**config.mk**
```make
export PLATFORM = sky130hd
export DESIGN_NAME = hazard_stall_ctrl
export DESIGN_NICKNAME = d
export VERILOG_FILES = /design/src/rtl/hazard_stall_ctrl.sv
export SDC_FILE = /design/constraint.sdc
export NUM_CORES = 1
export LEC_CHECK = 0
export ABC_AREA = 1
export BUFFER_PORTS_ARGS = -buffer_cell sky130_fd_sc_hd__buf_2
export CORE_AREA = 2 2 76 78
export CTS_CLUSTER_DIAMETER = 120
export DETAILED_ROUTE_END_ITERATION = 12
export DIE_AREA = 0 0 78 80
export MAX_ROUTING_LAYER = met4
export PLACE_DENSITY_LB_ADDON = 0.15
export SYNTH_ARGS = -nofsm -noshare
export SYNTH_HDL_FRONTEND = slang
export SYNTH_SLANG_ARGS = --single-unit
```
**constraint.sdc**
```tcl
create_clock -name clk -period 5.1 [get_ports clk]
set_input_delay 1.275 -clock clk [delete_from_list [all_inputs] [get_ports clk]]
set_output_delay 1.275 -clock clk [all_outputs]
set_load 0.005 [all_outputs]
```
**src/rtl/hazard_stall_ctrl.sv**
```systemverilog
// hazard_stall_ctrl: pipeline sequencing for the 5-stage MIPS core.
// Detects load-use (and MFC0-use) hazards between EX and ID, sequences the
// multi-cycle divider, and turns MEM-stage exception requests into a
// two-cycle flush. All control outputs are combinational from state, counter
// and inputs; only stall_cycles is registered.
//
// Divider handshake: ex_div_start is a level, sampled only while IDLE. Once
// accepted, the divider owns EX for DIV_LATENCY cycles (start cycle included).
// div_done pulses in the first cycle the pipeline is released. div_abort
// pulses instead if an exception cancels the divide.
module hazard_stall_ctrl #(
    parameter int DIV_LATENCY = 32,
    parameter int CNT_W       = 6
) (
    input  logic             clk,
    input  logic             rst,
    input  logic             id_read_en_1,
    input  logic [4:0]       id_read_addr_1,
    input  logic             id_read_en_2,
    input  logic [4:0]       id_read_addr_2,
    input  logic             ex_write_en,
    input  logic [4:0]       ex_write_addr,
    input  logic             ex_is_load,
    input  logic             ex_div_start,
    input  logic             exc_req,
    output logic [5:0]       stall,
    output logic             ex_bubble,
    output logic             flush,
    output logic             div_busy,
    output logic             div_done,
    output logic             div_abort,
    output logic [31:0]      stall_cycles,
    output logic [1:0]       dbg_state
);

    typedef enum logic [1:0] {
        ST_IDLE     = 2'd0,
        ST_DIV_WAIT = 2'd1,
        ST_FLUSH    = 2'd2
    } state_t;

    // Stall patterns, bit order {wb,mem,ex,id,if,pc}.
    localparam logic [5:0] STALL_DIV  = 6'b001111;
    localparam logic [5:0] STALL_LOAD = 6'b000111;

    localparam logic [CNT_W-1:0] CNT_LOAD = CNT_W'(DIV_LATENCY - 1);
    localparam logic [CNT_W-1:0] CNT_ONE  = CNT_W'(1);

    state_t           state_q, state_d;
    logic [CNT_W-1:0] cnt_q, cnt_d;
    logic [31:0]      stall_cycles_q;

    logic             hazard;
    logic [5:0]       stall_raw;
    logic             bubble_raw;
    logic             flush_raw;
    logic             busy_raw;
    logic             done_raw;
    logic             abort_raw;

    // Load-use hazard: a load/MFC0 in EX writes a real GPR that ID reads.
    assign hazard = ex_is_load & ex_write_en & (ex_write_addr != 5'd0) &
                    ((id_read_en_1 & (id_read_addr_1 == ex_write_addr)) |
                     (id_read_en_2 & (id_read_addr_2 == ex_write_addr)));

    // State and divider countdown register.
    always_ff @(posedge clk or posedge rst) begin
        if (rst) begin
            state_q <= ST_IDLE;
            cnt_q   <= '0;
        end else begin
            state_q <= state_d;
            cnt_q   <= cnt_d;
        end
    end

    // Next state and raw outputs; priority is exception > divide > hazard.
    always_comb begin
        state_d    = state_q;
        cnt_d      = cnt_q;
        stall_raw  = '0;
        bubble_raw = 1'b0;
        flush_raw  = 1'b0;
        busy_raw   = 1'b0;
        done_raw   = 1'b0;
        abort_raw  = 1'b0;
        case (state_q)
            ST_IDLE: begin
                if (exc_req) begin
                    flush_raw = 1'b1;
                    state_d   = ST_FLUSH;
                end else if (ex_div_start) begin
                    stall_raw = STALL_DIV;
                    cnt_d     = CNT_LOAD;
                    state_d   = ST_DIV_WAIT;
                end else if (hazard) begin
                    stall_raw  = STALL_LOAD;
                    bubble_raw = 1'b1;
                end
            end
            ST_DIV_WAIT: begin
                busy_raw = (cnt_q != '0);
                if (exc_req) begin
                    abort_raw = 1'b1;
                    flush_raw = 1'b1;
                    cnt_d     = '0;
                    state_d   = ST_FLUSH;
                end else if (cnt_q != '0) begin
                    stall_raw = STALL_DIV;
                    cnt_d     = cnt_q - CNT_ONE;
                end else begin
                    done_raw = 1'b1;
                    state_d  = ST_IDLE;
                end
            end
            ST_FLUSH: begin
                // Second flush cycle; a still-high exc_req is the same event.
                flush_raw = 1'b1;
                state_d   = ST_IDLE;
            end
            default: begin
                state_d = ST_IDLE;
                cnt_d   = '0;
            end
        endcase
    end

    // Outputs are forced low for as long as reset is held.
    assign stall     = rst ? 6'b0 : stall_raw;
    assign ex_bubble = rst ? 1'b0 : bubble_raw;
    assign flush     = rst ? 1'b0 : flush_raw;
    assign div_busy  = rst ? 1'b0 : busy_raw;
    assign div_done  = rst ? 1'b0 : done_raw;
    assign div_abort = rst ? 1'b0 : abort_raw;
    assign dbg_state = state_q;

    // Saturating count of cycles in which the PC was held.
    always_ff @(posedge clk or posedge rst) begin
        if (rst) begin
            stall_cycles_q <= '0;
        end else if (stall[0] && (stall_cycles_q != 32'hFFFF_FFFF)) begin
            stall_cycles_q <= stall_cycles_q + 32'd1;
        end
    end

    assign stall_cycles = stall_cycles_q;

endmodule

```
==> results_dict.tcl <==
set metrics [dict create \
    grt_pass1_wl_mm 11.74 \
    seqPwrFrac 0.467 \
    cts_buffers 5 \
    cp_common_cell "buf_2" \
    postRouteAntennaNets 0 \
    cts_tree "yes" \
    core_area_um2 5405 \
    crit_chain "buf_2 -> inv_1 -> buf_4 -> nand2_1 -> nand2_2 -> buf_2" \
    fmax_mhz 274.6 \
    sw_frac_of_total 0.2844 \
    cpLargestDelayFamily "buffers and inverters" \
    synthFlopType "dfrtp_1" \
    p_switching_uw 227.6 \
    route.detailed.drc 0 \
    seq_area_um2 1001 \
    post_drt_via_cell_ratio 4.997 \
    grt_pass1_vias 2690 \
    crit_slowest_cell "buf_4" \
    yosysSeqAreaShare 0.3162 \
    final_cell_mix "nand2_1, buf_2, inv_1" \
    routed_wl_mm 6.750 \
    cp.depth 6 \
    arrival_ns 2.37 \
    slew_headroom 0.6498 \
    syn_inst 450 \
    worstPathBufferInverterCount 4 \
    hold_class "reg -> reg" \
    cp-start-kind "input pin" \
    grt_max_degree 42 \
    multi_input_area_um2 1824 \
    io_pins 68 \
    synthArstFlopShare 1.000 \
    maxSlewViolCount 0 \
    start_util 0.5856 \
    synth_top_area_share 0.3162 \
    yosysWarnings 0 \
    min_path_cells 2 \
    synth-edff-count 0 \
    pwr-share-comb 0.185 \
    fin_crit_sh 0.7140 \
    critPathKind "in -> out" \
    slowest_delay_ns 0.44 \
    n_antenna_cell 0 \
    crit_path_end_kind "output port" \
    cellLeakagePower_uw 0.001981 \
    htree_levels 2 \
    grtUsageTotal 0.2399 \
    vias 2923 \
    rsz0062_at_grt "no" \
    final_common_cell "nand2_1" \
    clk_pin_slew_worst_paths_ns 0.07 \
    antenna_found_initial 0 \
    drv_cap 0 \
    die_area_um2 6240 \
    p_clk_frac 0.348 \
    port_buffers 65 \
    post-route-min-period_ns 3.642 \
    cts.sinks 40 \
    clockBufferDepth 2 \
    cp_max_fo 41 \
    fillers 533 \
    final.setup.worst_slack_ns 1.458 \
    ys_types 33 \
    routabilityCongestion 0.9122 \
    die_x_um 78 \
    ctsResizeCount 0 \
    setup_violations 0 \
    crit_required_ns 3.83 \
    avgSynthCellArea_um2 7.035 \
    ys_ff_latch 40 \
    die_h_um 80 \
    ctsRootBufferMaster "clkbuf_8" \
    cts_hold_buffers 0 \
    first_pass_iters 4 \
    synthTopCellsByArea "dfrtp_1, nand2_1, nand3_2" \
    worstMarginPinSlew_ns 0.5253 \
    synth_top_cell_by_area "dfrtp_1" \
    status "finished clean" \
    syn-cell-area_um2 3166 \
    r2r_cells 11 \
    power_density_nw_per_um2 223.5 \
    fin_nets 538 \
    drive_gt1_frac 0.2573 \
    setup_tns_ns 0 \
    syn_to_final_growth_pct 13.12 \
    drtIter0Drc 146 \
    row_count 27 \
    worst_ir_drop_vdd_mv 0.1266 \
    power_uw 800.3 \
    grt_overflow 0 \
    clock-skew-final_ns 0.004347 \
    cts_setup_buffers 0 \
    hpwl_mm 5.202 \
    clk_latency_ns 0.29 \
    wl_per_cell_um 11.54 \
    finalHoldViolCount 0 \
    internal_power_uw 572.7 \
    place_ws_ns 1.426 \
]
==> path summary, 6_finish.rpt <==
path,startpoint,to,slack [ns]
min in group asynchronous,rst,dbg_state[0],1.18
hold reg to reg,stall_cycles[21],stall_cycles[21],0.56
setup / recovery,rst,stall[2],1.46
hold / removal,stall_cycles[21],stall_cycles[21],0.56
setup reg to reg,cnt_q[0],stall_cycles[31],2.80
max in group asynchronous,rst,stall_cycles[27],3.57
==> through the flow <==
step                  util  instances  hold WS, ns  area (um2)
floorplan                -        451       0.5159        3169
global placement    0.6391        577       0.5277        3455
detailed placement  0.6391        577       0.5453        3455
CTS                 0.6625        585       0.5662        3581
global route        0.6625        585       0.5987        3581
finish              0.6625        585       0.5608        3581
==> cell type report <==
cell class / count / area share
Clock inverter: 1 / 0.008386
Inverter: 53 / 0.05556
Tap cell: 72 / 0.02516
Multi-Input combinational cell: 345 / 0.5094
Timing Repair Buffer: 67 / 0.09504
Sequential cell: 40 / 0.2795
Clock buffer: 7 / 0.02690
==> synthesized netlist by cell type, drive strengths merged (3+ instances only) <==
cell type / n
a21oi: 4
nand2: 174
a22oi: 4
nand3b: 5
buf: 13
nor2: 54
ha: 3
inv: 53
nand4: 5
nand3: 53
xnor2: 6
nor3: 11
xor2: 15
o21ai: 4
dfrtp: 40
==> cells by family after synthesis <==
kind of cell,after synthesis,share of synthesized area
other,1,0.001185
and+or+nand+nor,306,0.4795
buffers and inverters,66,0.1087
DFF,40,0.3162
xor gates and xnor gates,21,0.05810
adders and majority gates,3,0.01186
AOI/OAI and AO/OA,13,0.02451
==> registers in the layout, indices dropped and copies added, names as in the netlist <==
| name | count |
|---|---|
| stall_cycles | 32 |
| cnt_q | 6 |
| dbg_state | 2 |
==> power groups by stage <==
stage / Combinational [uW] / Clock [uW] / Sequential [uW]
after detailed placement: 150 / 0 / 380
after global routing: 175 / 300 / 377
final: 148 / 278 / 374
after CTS: 151 / 287 / 373
after global placement: 146 / 0 / 379
after floorplan: 108 / 0 / 375
==> routing by layer <==
| metal | routed length [um] | global-route usage |
|---|---|---|
| met5 | 0 | - |
| met4 | 98 | 0.07544 |
| met3 | 217 | 0.03959 |
| met2 | 3183 | 0.3931 |
| met1 | 3251 | 0.3068 |
==> worst min-delay path: stages, from the launching register on <==
cell and delay [ns]:
dfrtp_1 0.42, nand2_1 0.07, nand2_1 0.04
(Power assumes the default switching activity.)
